**src/rtl/memory_access_if.sv**
```systemverilog
// Data-memory bus between the memory stage and data memory.
// Single-outstanding req/ready, rvalid/rdata.
interface memory_access_if #(
  parameter int WIDTH = 32
);
  logic             mem_o_req;
  logic             mem_o_we;
  logic [WIDTH-1:0] mem_o_addr;
  logic [WIDTH-1:0] mem_o_wdata;
  logic [3:0]       mem_o_wstrb;
  logic             mem_i_ready;
  logic             mem_i_rvalid;
  logic [WIDTH-1:0] mem_i_rdata;

  modport master (
    output mem_o_req, mem_o_we, mem_o_addr,
    output mem_o_wdata, mem_o_wstrb,
    input  mem_i_ready, mem_i_rvalid, mem_i_rdata
  );

  modport slave (
    input  mem_o_req, mem_o_we, mem_o_addr,
    input  mem_o_wdata, mem_o_wstrb,
    output mem_i_ready, mem_i_rvalid, mem_i_rdata
  );
endinterface

```
**src/rtl/memory_access.sv**
```systemverilog
// Memory stage: issues loads/stores on the data bus,
// produces valM + retire pulse, stalls upstream in flight.
module memory_access #(
  parameter int WIDTH = 32
) (
  input  logic             clk,
  input  logic             rst_n,
  input  logic             regM_i_valid,
  input  logic [7:0]       regM_load_store_info_i,
  input  logic [WIDTH-1:0] regM_i_mem_addr,
  input  logic [WIDTH-1:0] regM_i_valB,
  input  logic [WIDTH-1:0] regM_i_valE,
  memory_access_if.master  bus,
  output logic [WIDTH-1:0] memory_o_valM,
  output logic             memory_o_valid,
  output logic             memory_o_misaligned,
  output logic             memory_o_stall
);

  typedef enum logic [1:0] {
    IDLE,
    REQ,
    RESP
  } state_t;

  state_t state, state_nxt;

  logic [7:0]       op;
  logic [1:0]       off;
  logic             illegal;
  logic             misal;
  logic             start;
  logic             fault;
  logic [7:0]       op_s;
  logic [WIDTH-1:0] st_wdata;
  logic [3:0]       st_wstrb;

  logic             req_q;
  logic             we_q;
  logic [WIDTH-1:0] addr_q;
  logic [WIDTH-1:0] wdata_q;
  logic [3:0]       wstrb_q;
  logic [4:0]       ld_op_q;
  logic [1:0]       off_q;
  logic [WIDTH-1:0] shifted;
  logic [WIDTH-1:0] ld_val;

  assign op  = regM_load_store_info_i;
  assign off = regM_i_mem_addr[1:0];

  // more than one op bit set
  assign illegal = (op & (op - 8'd1)) != 8'd0;
  assign misal =
    ((op[1] | op[4] | op[6]) & off[0]) |
    ((op[2] | op[7]) & (off != 2'b00));
  assign start = regM_i_valid & (op != 8'd0)
               & ~illegal & ~misal;
  assign fault = regM_i_valid & (op != 8'd0)
               & (illegal | misal);

  // keep the one-hot decoders free of multi-hot inputs
  assign op_s = illegal ? 8'd0 : op;

  always_comb begin
    st_wdata = '0;
    st_wstrb = 4'b0000;
    unique case (1'b1)
      op_s[5]: begin
        st_wdata = {(WIDTH/8){regM_i_valB[7:0]}};
        st_wstrb = 4'b0001 << off;
      end
      op_s[6]: begin
        st_wdata = {(WIDTH/16){regM_i_valB[15:0]}};
        st_wstrb = off[1] ? 4'b1100 : 4'b0011;
      end
      op_s[7]: begin
        st_wdata = regM_i_valB;
        st_wstrb = 4'b1111;
      end
      default: ;
    endcase
  end

  assign shifted = bus.mem_i_rdata >> {off_q, 3'b000};

  always_comb begin
    ld_val = '0;
    unique case (1'b1)
      ld_op_q[0]:
        ld_val = {{(WIDTH-8){shifted[7]}}, shifted[7:0]};
      ld_op_q[1]:
        ld_val = {{(WIDTH-16){shifted[15]}}, shifted[15:0]};
      ld_op_q[2]:
        ld_val = shifted;
      ld_op_q[3]:
        ld_val = {{(WIDTH-8){1'b0}}, shifted[7:0]};
      ld_op_q[4]:
        ld_val = {{(WIDTH-16){1'b0}}, shifted[15:0]};
      default: ;
    endcase
  end

  always_ff @(posedge clk or negedge rst_n) begin
    if (!rst_n) state <= IDLE;
    else        state <= state_nxt;
  end

  always_comb begin
    state_nxt      = state;
    memory_o_stall = 1'b0;
    unique case (state)
      IDLE: begin
        memory_o_stall = start;
        if (start) state_nxt = REQ;
      end
      REQ: begin
        memory_o_stall = ~(bus.mem_i_ready & we_q);
        if (bus.mem_i_ready)
          state_nxt = we_q ? IDLE : RESP;
      end
      RESP: begin
        memory_o_stall = ~bus.mem_i_rvalid;
        if (bus.mem_i_rvalid) state_nxt = IDLE;
      end
      default: state_nxt = IDLE;
    endcase
  end

  always_ff @(posedge clk or negedge rst_n) begin
    if (!rst_n) begin
      req_q               <= 1'b0;
      we_q                <= 1'b0;
      addr_q              <= '0;
      wdata_q             <= '0;
      wstrb_q             <= 4'b0000;
      ld_op_q             <= 5'd0;
      off_q               <= 2'b00;
      memory_o_valM       <= '0;
      memory_o_valid      <= 1'b0;
      memory_o_misaligned <= 1'b0;
    end else begin
      memory_o_valid      <= 1'b0;
      memory_o_misaligned <= 1'b0;
      unique case (state)
        IDLE: begin
          if (start) begin
            req_q   <= 1'b1;
            we_q    <= |op[7:5];
            addr_q  <= {regM_i_mem_addr[WIDTH-1:2], 2'b00};
            wdata_q <= st_wdata;
            wstrb_q <= st_wstrb;
            ld_op_q <= op[4:0];
            off_q   <= off;
          end else if (regM_i_valid && op == 8'd0) begin
            memory_o_valM  <= regM_i_valE;
            memory_o_valid <= 1'b1;
          end else if (fault) begin
            memory_o_valM       <= '0;
            memory_o_valid      <= 1'b1;
            memory_o_misaligned <= 1'b1;
          end
        end
        REQ: begin
          if (bus.mem_i_ready) begin
            req_q <= 1'b0;
            if (we_q) begin
              memory_o_valM  <= '0;
              memory_o_valid <= 1'b1;
            end
          end
        end
        RESP: begin
          if (bus.mem_i_rvalid) begin
            memory_o_valM  <= ld_val;
            memory_o_valid <= 1'b1;
          end
        end
        default: ;
      endcase
    end
  end

  assign bus.mem_o_req   = req_q;
  assign bus.mem_o_we    = we_q;
  assign bus.mem_o_addr  = addr_q;
  assign bus.mem_o_wdata = wdata_q;
  assign bus.mem_o_wstrb = wstrb_q;

endmodule

```
**src/flat_wrapper.sv**
```systemverilog
// flat-port wrapper written by rule: the top's interface ports become plain ports
module memory_access_flat 
#(
  parameter int WIDTH = 32
)
  (clk, rst_n, regM_i_valid, regM_load_store_info_i, regM_i_mem_addr, regM_i_valB, regM_i_valE, memory_o_valM, memory_o_valid, memory_o_misaligned, memory_o_stall, bus_mem_o_req, bus_mem_o_we, bus_mem_o_addr, bus_mem_o_wdata, bus_mem_o_wstrb, bus_mem_i_ready, bus_mem_i_rvalid, bus_mem_i_rdata);
  memory_access_if #(.WIDTH(WIDTH)) bus_i ();
  input  logic clk;
  input  logic rst_n;
  input  logic regM_i_valid;
  input  logic [7:0] regM_load_store_info_i;
  input  logic [WIDTH-1:0] regM_i_mem_addr;
  input  logic [WIDTH-1:0] regM_i_valB;
  input  logic [WIDTH-1:0] regM_i_valE;
  output logic [WIDTH-1:0] memory_o_valM;
  output logic memory_o_valid;
  output logic memory_o_misaligned;
  output logic memory_o_stall;
  output wire logic [$bits(bus_i.mem_o_req)-1:0] bus_mem_o_req;
  output wire logic [$bits(bus_i.mem_o_we)-1:0] bus_mem_o_we;
  output wire logic [$bits(bus_i.mem_o_addr)-1:0] bus_mem_o_addr;
  output wire logic [$bits(bus_i.mem_o_wdata)-1:0] bus_mem_o_wdata;
  output wire logic [$bits(bus_i.mem_o_wstrb)-1:0] bus_mem_o_wstrb;
  input wire logic [$bits(bus_i.mem_i_ready)-1:0] bus_mem_i_ready;
  input wire logic [$bits(bus_i.mem_i_rvalid)-1:0] bus_mem_i_rvalid;
  input wire logic [$bits(bus_i.mem_i_rdata)-1:0] bus_mem_i_rdata;
  assign bus_mem_o_req = bus_i.mem_o_req;
  assign bus_mem_o_we = bus_i.mem_o_we;
  assign bus_mem_o_addr = bus_i.mem_o_addr;
  assign bus_mem_o_wdata = bus_i.mem_o_wdata;
  assign bus_mem_o_wstrb = bus_i.mem_o_wstrb;
  assign bus_i.mem_i_ready = bus_mem_i_ready;
  assign bus_i.mem_i_rvalid = bus_mem_i_rvalid;
  assign bus_i.mem_i_rdata = bus_mem_i_rdata;
  memory_access #(.WIDTH(WIDTH)) u_core (.clk(clk), .rst_n(rst_n), .regM_i_valid(regM_i_valid), .regM_load_store_info_i(regM_load_store_info_i), .regM_i_mem_addr(regM_i_mem_addr), .regM_i_valB(regM_i_valB), .regM_i_valE(regM_i_valE), .bus(bus_i), .memory_o_valM(memory_o_valM), .memory_o_valid(memory_o_valid), .memory_o_misaligned(memory_o_misaligned), .memory_o_stall(memory_o_stall));
endmodule
```
**config.mk**
```make
export PLATFORM = sky130hd
export DESIGN_NAME = memory_access_flat
export DESIGN_NICKNAME = d
export VERILOG_FILES = /design/src/rtl/memory_access_if.sv /design/src/rtl/memory_access.sv /design/src/flat_wrapper.sv
export SDC_FILE = /design/constraint.sdc
export NUM_CORES = 1
export LEC_CHECK = 0
export BUFFER_PORTS_ARGS = -buffer_cell sky130_fd_sc_hd__buf_4
export CAP_MARGIN = 20
export CORE_MARGIN = 5
export CORE_UTILIZATION = 53
export DETAILED_ROUTE_END_ITERATION = 6
export PLACE_DENSITY = 0.95
export SETUP_SLACK_MARGIN = 0.02
export SLEW_MARGIN = 0
export SYNTH_ARGS = -nofsm -noshare
export SYNTH_HDL_FRONTEND = slang
export SYNTH_SLANG_ARGS = --single-unit
```
**constraint.sdc**
```tcl
create_clock -name clk -period 6 [get_ports clk]
set_input_delay 0.6 -clock clk [delete_from_list [all_inputs] [get_ports clk]]
set_output_delay 0.6 -clock clk [all_outputs]
set_load 0.05 [all_outputs]
```
## Yosys cells after proc, flatten, opt, wreduce, memory -nomap -nowiden

Index checks and enable logic that the tools add are counted.

- Register bits: 111
- Logic and storage cells: 83

- Add/sub/neg operators: 1
- Equal/unequal tests: 8
- Shifts and indexed selects: 2
- Mux-type cells: 31
- Bitwise gates (word level): 17
- Reductions and logical operators: 13

Operators with widths:

| cell | number |
|---|---|
| 32-bit two-way mux | 6 |
| 32-bit one-hot mux with 3 select lines | 2 |
| 32-bit one-hot mux with 5 select lines | 1 |
| 32-bit by 5-bit right shift with 32-bit output | 1 |
| 8-bit nonzero test | 2 |
| 4-bit one-hot mux with 3 select lines | 1 |
| 1-bit two-way mux | 11 |
| 8-bit AND | 1 |
| 8-bit zero test | 1 |
| 2-bit two-way mux | 4 |
| 8-bit two-way mux | 1 |
| 8-bit by 1-bit subtractor with 8-bit output (second input constant) | 1 |
| 1-bit AND | 7 |
| 2-bit inequality test (second input constant) | 3 |
| 1-bit one-hot mux with 3 select lines | 2 |
| 2-bit one-hot mux with 3 select lines | 1 |
| 3-bit AND reduction | 2 |
| 6-bit AND reduction | 1 |
| 1-bit bitwise OR | 5 |
| 4-bit two-way mux | 1 |
| 2-bit by 1-bit inequality test with 1-bit output (second input constant) | 2 |
| 1-bit inverter | 4 |
| 2-bit nonzero test | 2 |
| 1-bit by 2-bit << shifter with 4-bit output (first input constant) | 1 |
| other kinds (9) | 9 |

## Depth between registers and ports, before layout

- Word-level depth: 10
- Gate-level depth with buffers: 8
- Depth with buffers taken out: 7

## Worst setup path after synthesis

No wires, ideal clock.

- Kind: input to output
- From: input regM_load_store_info_i[7]
- To: output memory_o_stall
- Data arrival time: 2.693 ns
- Required time: 5.400 ns
- Slack: 2.707 ns
- Stages on the path: 6
- Buffers on the path: 1
- Cells stage by stage: buf_2 -> or4_1 -> o2bb2ai_1 -> nand3_2 -> or3_1 -> a21oi_1

- Cells in the longest elaborated chain, start to end: 7
- Elaborated cells on any way between the ends: 13
- Classes of those cells: add/sub (1); mux (1); bitwise (9); reduce/logical (2)

Ends and longest elaborated chain:

| element | RTL line | RTL |
|---|---|---|
| start, declared | flat_wrapper.sv:11 | `input logic [7:0] regM_load_store_info_i;` |
| 8-bit by 1-bit subtractor with 8-bit output | memory_access.sv:52 | `assign illegal = (op & (op - 8'd1)) != 8'd0;` |
| 8-bit AND | memory_access.sv:52 |  |
| 8-bit nonzero test | memory_access.sv:52 |  |
| 1-bit inverter | memory_access.sv:57 | `& ~illegal & ~misal;` |
| 1-bit AND | memory_access.sv:57 |  |
| 1-bit AND * | memory_access.sv:57 |  |
| 1-bit one-hot mux with 3 select lines * | memory_access.sv:111 | `unique case (state)` |
| end, declared | flat_wrapper.sv:18 | `output logic memory_o_stall;` |

Mark *: on every way between the ends. The rest lies on a longest branch, timed or not.

## Worst setup path after layout

- From: input regM_load_store_info_i[5]
- To: register u_core.wdata_q[3] (netlist: u_core.bus.mem_o_wdata[3])

- Cells in the longest elaborated chain, start to end: 7
- Elaborated cells on any way between the ends: 11
- Classes of those cells: add/sub (1); mux (2); bitwise (5); reduce/logical (3)

Ends and longest elaborated chain:

| element | RTL line | RTL |
|---|---|---|
| 8-bit by 1-bit subtractor with 8-bit output | memory_access.sv:52 |  |
| 8-bit AND | memory_access.sv:52 |  |
| 8-bit nonzero test | memory_access.sv:52 |  |
| 1-bit inverter | memory_access.sv:57 |  |
| 1-bit AND (2 in series) | memory_access.sv:57 |  |
| 2-bit AND reduction (no line) | n/a |  |
| end signal, assigned | memory_access.sv:150 | `wdata_q <= st_wdata;` |
| end, declared | memory_access.sv:41 | `logic [WIDTH-1:0] wdata_q;` |

Parallel ways exist; a longest one is shown, timed or not.
A chain may end at the register's enable or synchronous reset.

==> impl_metrics.json <==
{
  "status": "completed",
  "timing.final.crit_period_ns": 3.65,
  "grt_overflow_total": 0,
  "grt_max_degree": 69,
  "antenna_cells": 0,
  "netlist.area_leader.share_pct": 45.9,
  "hold_violations": 0,
  "drt_first_pass_iters": 5,
  "clock_latency_ns": 0.35,
  "setup_viol": 0,
  "path_max_fanout": 63,
  "fin_area_sq_um": 8200,
  "numPortBuffers": 243,
  "post_cts.repair.setup_buffers": 0,
  "tns_ns": 0,
  "clockRootBuffer": "clkbuf_16",
  "maxSlewHeadroom_pct": 28.2,
  "fin_nets": 866,
  "yosysTopAreaCell": "dfrtp_1",
  "layout_setup_ws_ns": 2.35,
  "numCtsBuffers": 9,
  "p_clk_share_pct": 29.9,
  "ctsResizeCount": 0,
  "dp.cells": 852,
  "num_io_pins": 246,
  "dp_hpwl_mm": 14.1,
  "yosysMostFrequentCell": "dfrtp_1",
  "avgSynthCellArea_sq_um": 12.1,
  "drive_gt1_share_pct": 46.7,
  "placed_area_sq_um": 7880,
  "start_kind": "primary input",
  "gp_congestion": 0.941,
  "final-instance-count-excl-fill": 869,
  "rows": 39,
  "routed_via_density": 5.91,
  "yosys_warnings": 0,
  "drc": 0,
  "grt_usage_pct": 26.8,
  "finClkSkew_ns": 0.00788,
  "netSwitchingPower_mw": 0.700,
  "hold_buffers": 0,
  "max_cap_violations": 0,
  "p_leak_nw": 4.11,
  "irDropWorstVdd_mv": 0.187,
  "worstPathArrival_ns": 3.87,
  "dieArea_sq_um": 13700,
  "fin_crit_sh_pct": 60.8,
  "wl_per_cell_microns": 21.4,
  "synth_cells": 500,
  "ys_top_cells_by_area": "dfrtp_1 (46%), mux2_1 (9.9%), mux2_2 (9.5%), o2bb2ai_1 (4.6%), a22o_1 (3.5%)",
  "dp_slack_ns": 2.10,
  "syn_to_final_growth_pct": 35.4,
  "ys_ff_latch": 111,
  "power_frac_comb_pct": 29.9,
  "yosysUniqueCellTypes": 55,
  "switching_share_pct": 33.8,
  "p_int_mw": 1.37,
  "synth_area_sq_um": 6060,
  "sequentialPowerShare_pct": 40.1,
  "clkSlewWorstSetupHoldPaths_ns": 0.07,
  "drt_iter0_markers": 379,
  "hp-class": "in -> async",
  "initial_core_util_pct": 53.5,
  "antenna_found_initial": 0,
  "htreeDepth": 3,
  "cts_tree": "yes",
  "wirelength_mm": 18.6,
  "cp-end-kind": "flop",
  "synth_common_cells": "dfrtp_1 (111), mux2_1 (53), mux2_2 (51)",
  "synthArstFlopShare_pct": 100,
  "required_ns": 6.22,
  "fp.dieH_microns": 117,
  "synth-main-ff-cell": "dfrtp_1",
  "fmax_ghz": 0.274,
  "grt_pass1_vias": 5458,
  "fp.coreArea_sq_um": 11300,
  "synth-edff-count": 0,
  "num_vias": 5138,
  "tightest_slew_ns": 1.07,
  "cts.sinks": 111,
  "clk_path_buf_depth": 2,
  "slew_viol_final": 0,
  "die_w_microns": 117,
  "ant_nets": 0,
  "critical_path_class": "in -> reg",
  "fillers": 760,
  "powerDensity_nw_per_um2": 253,
  "rsz0062_at_grt": "no",
  "seq_area_frac_synth_pct": 45.9,
  "grt_pass1_wl_mm": 28.4
}
## per-stage QoR
| stage | utilization, % | total power [mW] | hold WS (ns) |
|---|---|---|---|
| after detailed placement | 69.6 | 1.46 | 0.476 |
| after global routing | 72.4 | 2.15 | 0.288 |
| after CTS | 72.3 | 2.08 | 0.270 |
| final | 72.4 | 2.07 | 0.250 |
| after floorplan | - | 1.24 | 0.304 |
| after global placement | 69.6 | 1.45 | 0.468 |
## layout make-up
type | count | area [sq um] | share of cell area (%)
clock buffers | 10 | 239 | 2.92
clock inverters | 6 | 67.6 | 0.824
inverters | 6 | 22.5 | 0.275
multi-input cells | 343 | 3030 | 37.0
flip-flops and latches | 111 | 2780 | 33.9
well taps | 143 | 179 | 2.18
repair buffers | 250 | 1880 | 22.9
## worst max-delay path: stages
cell	delay [ns]
buf_4	0.14
or2_1	0.37
nor2_1	0.74
a211oi_2	0.29
nor3_4	0.51
buf_4	0.75
mux2_2	0.44
## metal layers
metal  wire [microns]  GRT usage [%]  share of wire (%)  vias to the layer above
met5                0              0                  0                        -
met4              483           9.25                2.6                        0
met3             2080           8.12                 11                       36
met2             9180           45.9                 49                      292
met1             6870           32.3                 37                     2470
li1                 -              -                  -                     2340
## final timing paths
path                                            from                   endpoint  slack [ns]  cells past startpoint
setup / recovery           regM_load_store_info_i[5]  u_core.bus.mem_o_wdata[3]        2.35                      7
hold / removal                                 rst_n    u_core.memory_o_valM[6]        0.25                      1
setup reg to reg                     u_core.state[1]  u_core.bus.mem_o_wdata[3]        3.09                      6
hold reg to reg            u_core.bus.mem_o_addr[13]  u_core.bus.mem_o_addr[13]        0.49                      1
max in group asynchronous                      rst_n  u_core.bus.mem_o_wdata[1]        4.48                      2
min in group clk                 regM_i_mem_addr[11]  u_core.bus.mem_o_addr[11]        0.47                      2
## power groups by stage
| stage | logic, mW | registers (mW) | clock network (mW) |
|---|---|---|---|
| 3_3_place_gp | 0.605 | 0.842 | 0 |
| 6_report | 0.621 | 0.833 | 0.621 |
| 2_1_floorplan | 0.267 | 0.975 | 0 |
| 4_1_cts | 0.620 | 0.832 | 0.629 |
| 3_5_place_dp | 0.618 | 0.846 | 0 |
| 5_1_grt | 0.658 | 0.839 | 0.658 |
## cells in the final DEF (no fill, tap or decap), drive strengths merged, types with 3 or more instances in the layout
cell type  netlist  routed
buf             23     250
mux2           114     114
dfrtp          111     111
o2bb2ai         32      32
nand2           29      29
a22o            24      24
a21oi           16      16
mux2i           16      16
a221oi          16      16
nor2b           13      13
o21ai           13      13
clkbuf          18      10
a22oi            9       9
inv              6       8
nor2             6       6
a211oi           5       5
nor4             5       5
ha               4       4
nor3             4       4
or2              4       4
or3              3       3
o211ai           3       3
nand3            3       3
## cell families after synthesis
family                   share of synthesized area [%]
AO/OA/AOI/OAI                                     16.9
XOR/XNOR                                         0.145
adder cells (fa/ha/maj)                          0.992
buffers and inverters                             4.34
flip-flops                                        45.9
multiplexers                                      24.5
other                                           0.0619
AND/OR/NAND/NOR                                   7.21
## registers in the layout (all words and copies together), names as in the netlist
| signal | flops |
|---|---|
| u_core.state | 2 |
| u_core.off_q | 2 |
| u_core.bus.mem_o_req | 1 |
| u_core.ld_op_q | 5 |
| u_core.memory_o_misaligned | 1 |
| u_core.bus.mem_o_wstrb | 4 |
| u_core.bus.mem_o_we | 1 |
| u_core.bus.mem_o_wdata | 32 |
| u_core.memory_o_valM | 32 |
| u_core.memory_o_valid | 1 |
| u_core.bus.mem_o_addr | 30 |
Note: power is estimated with default switching activity, not from simulation.
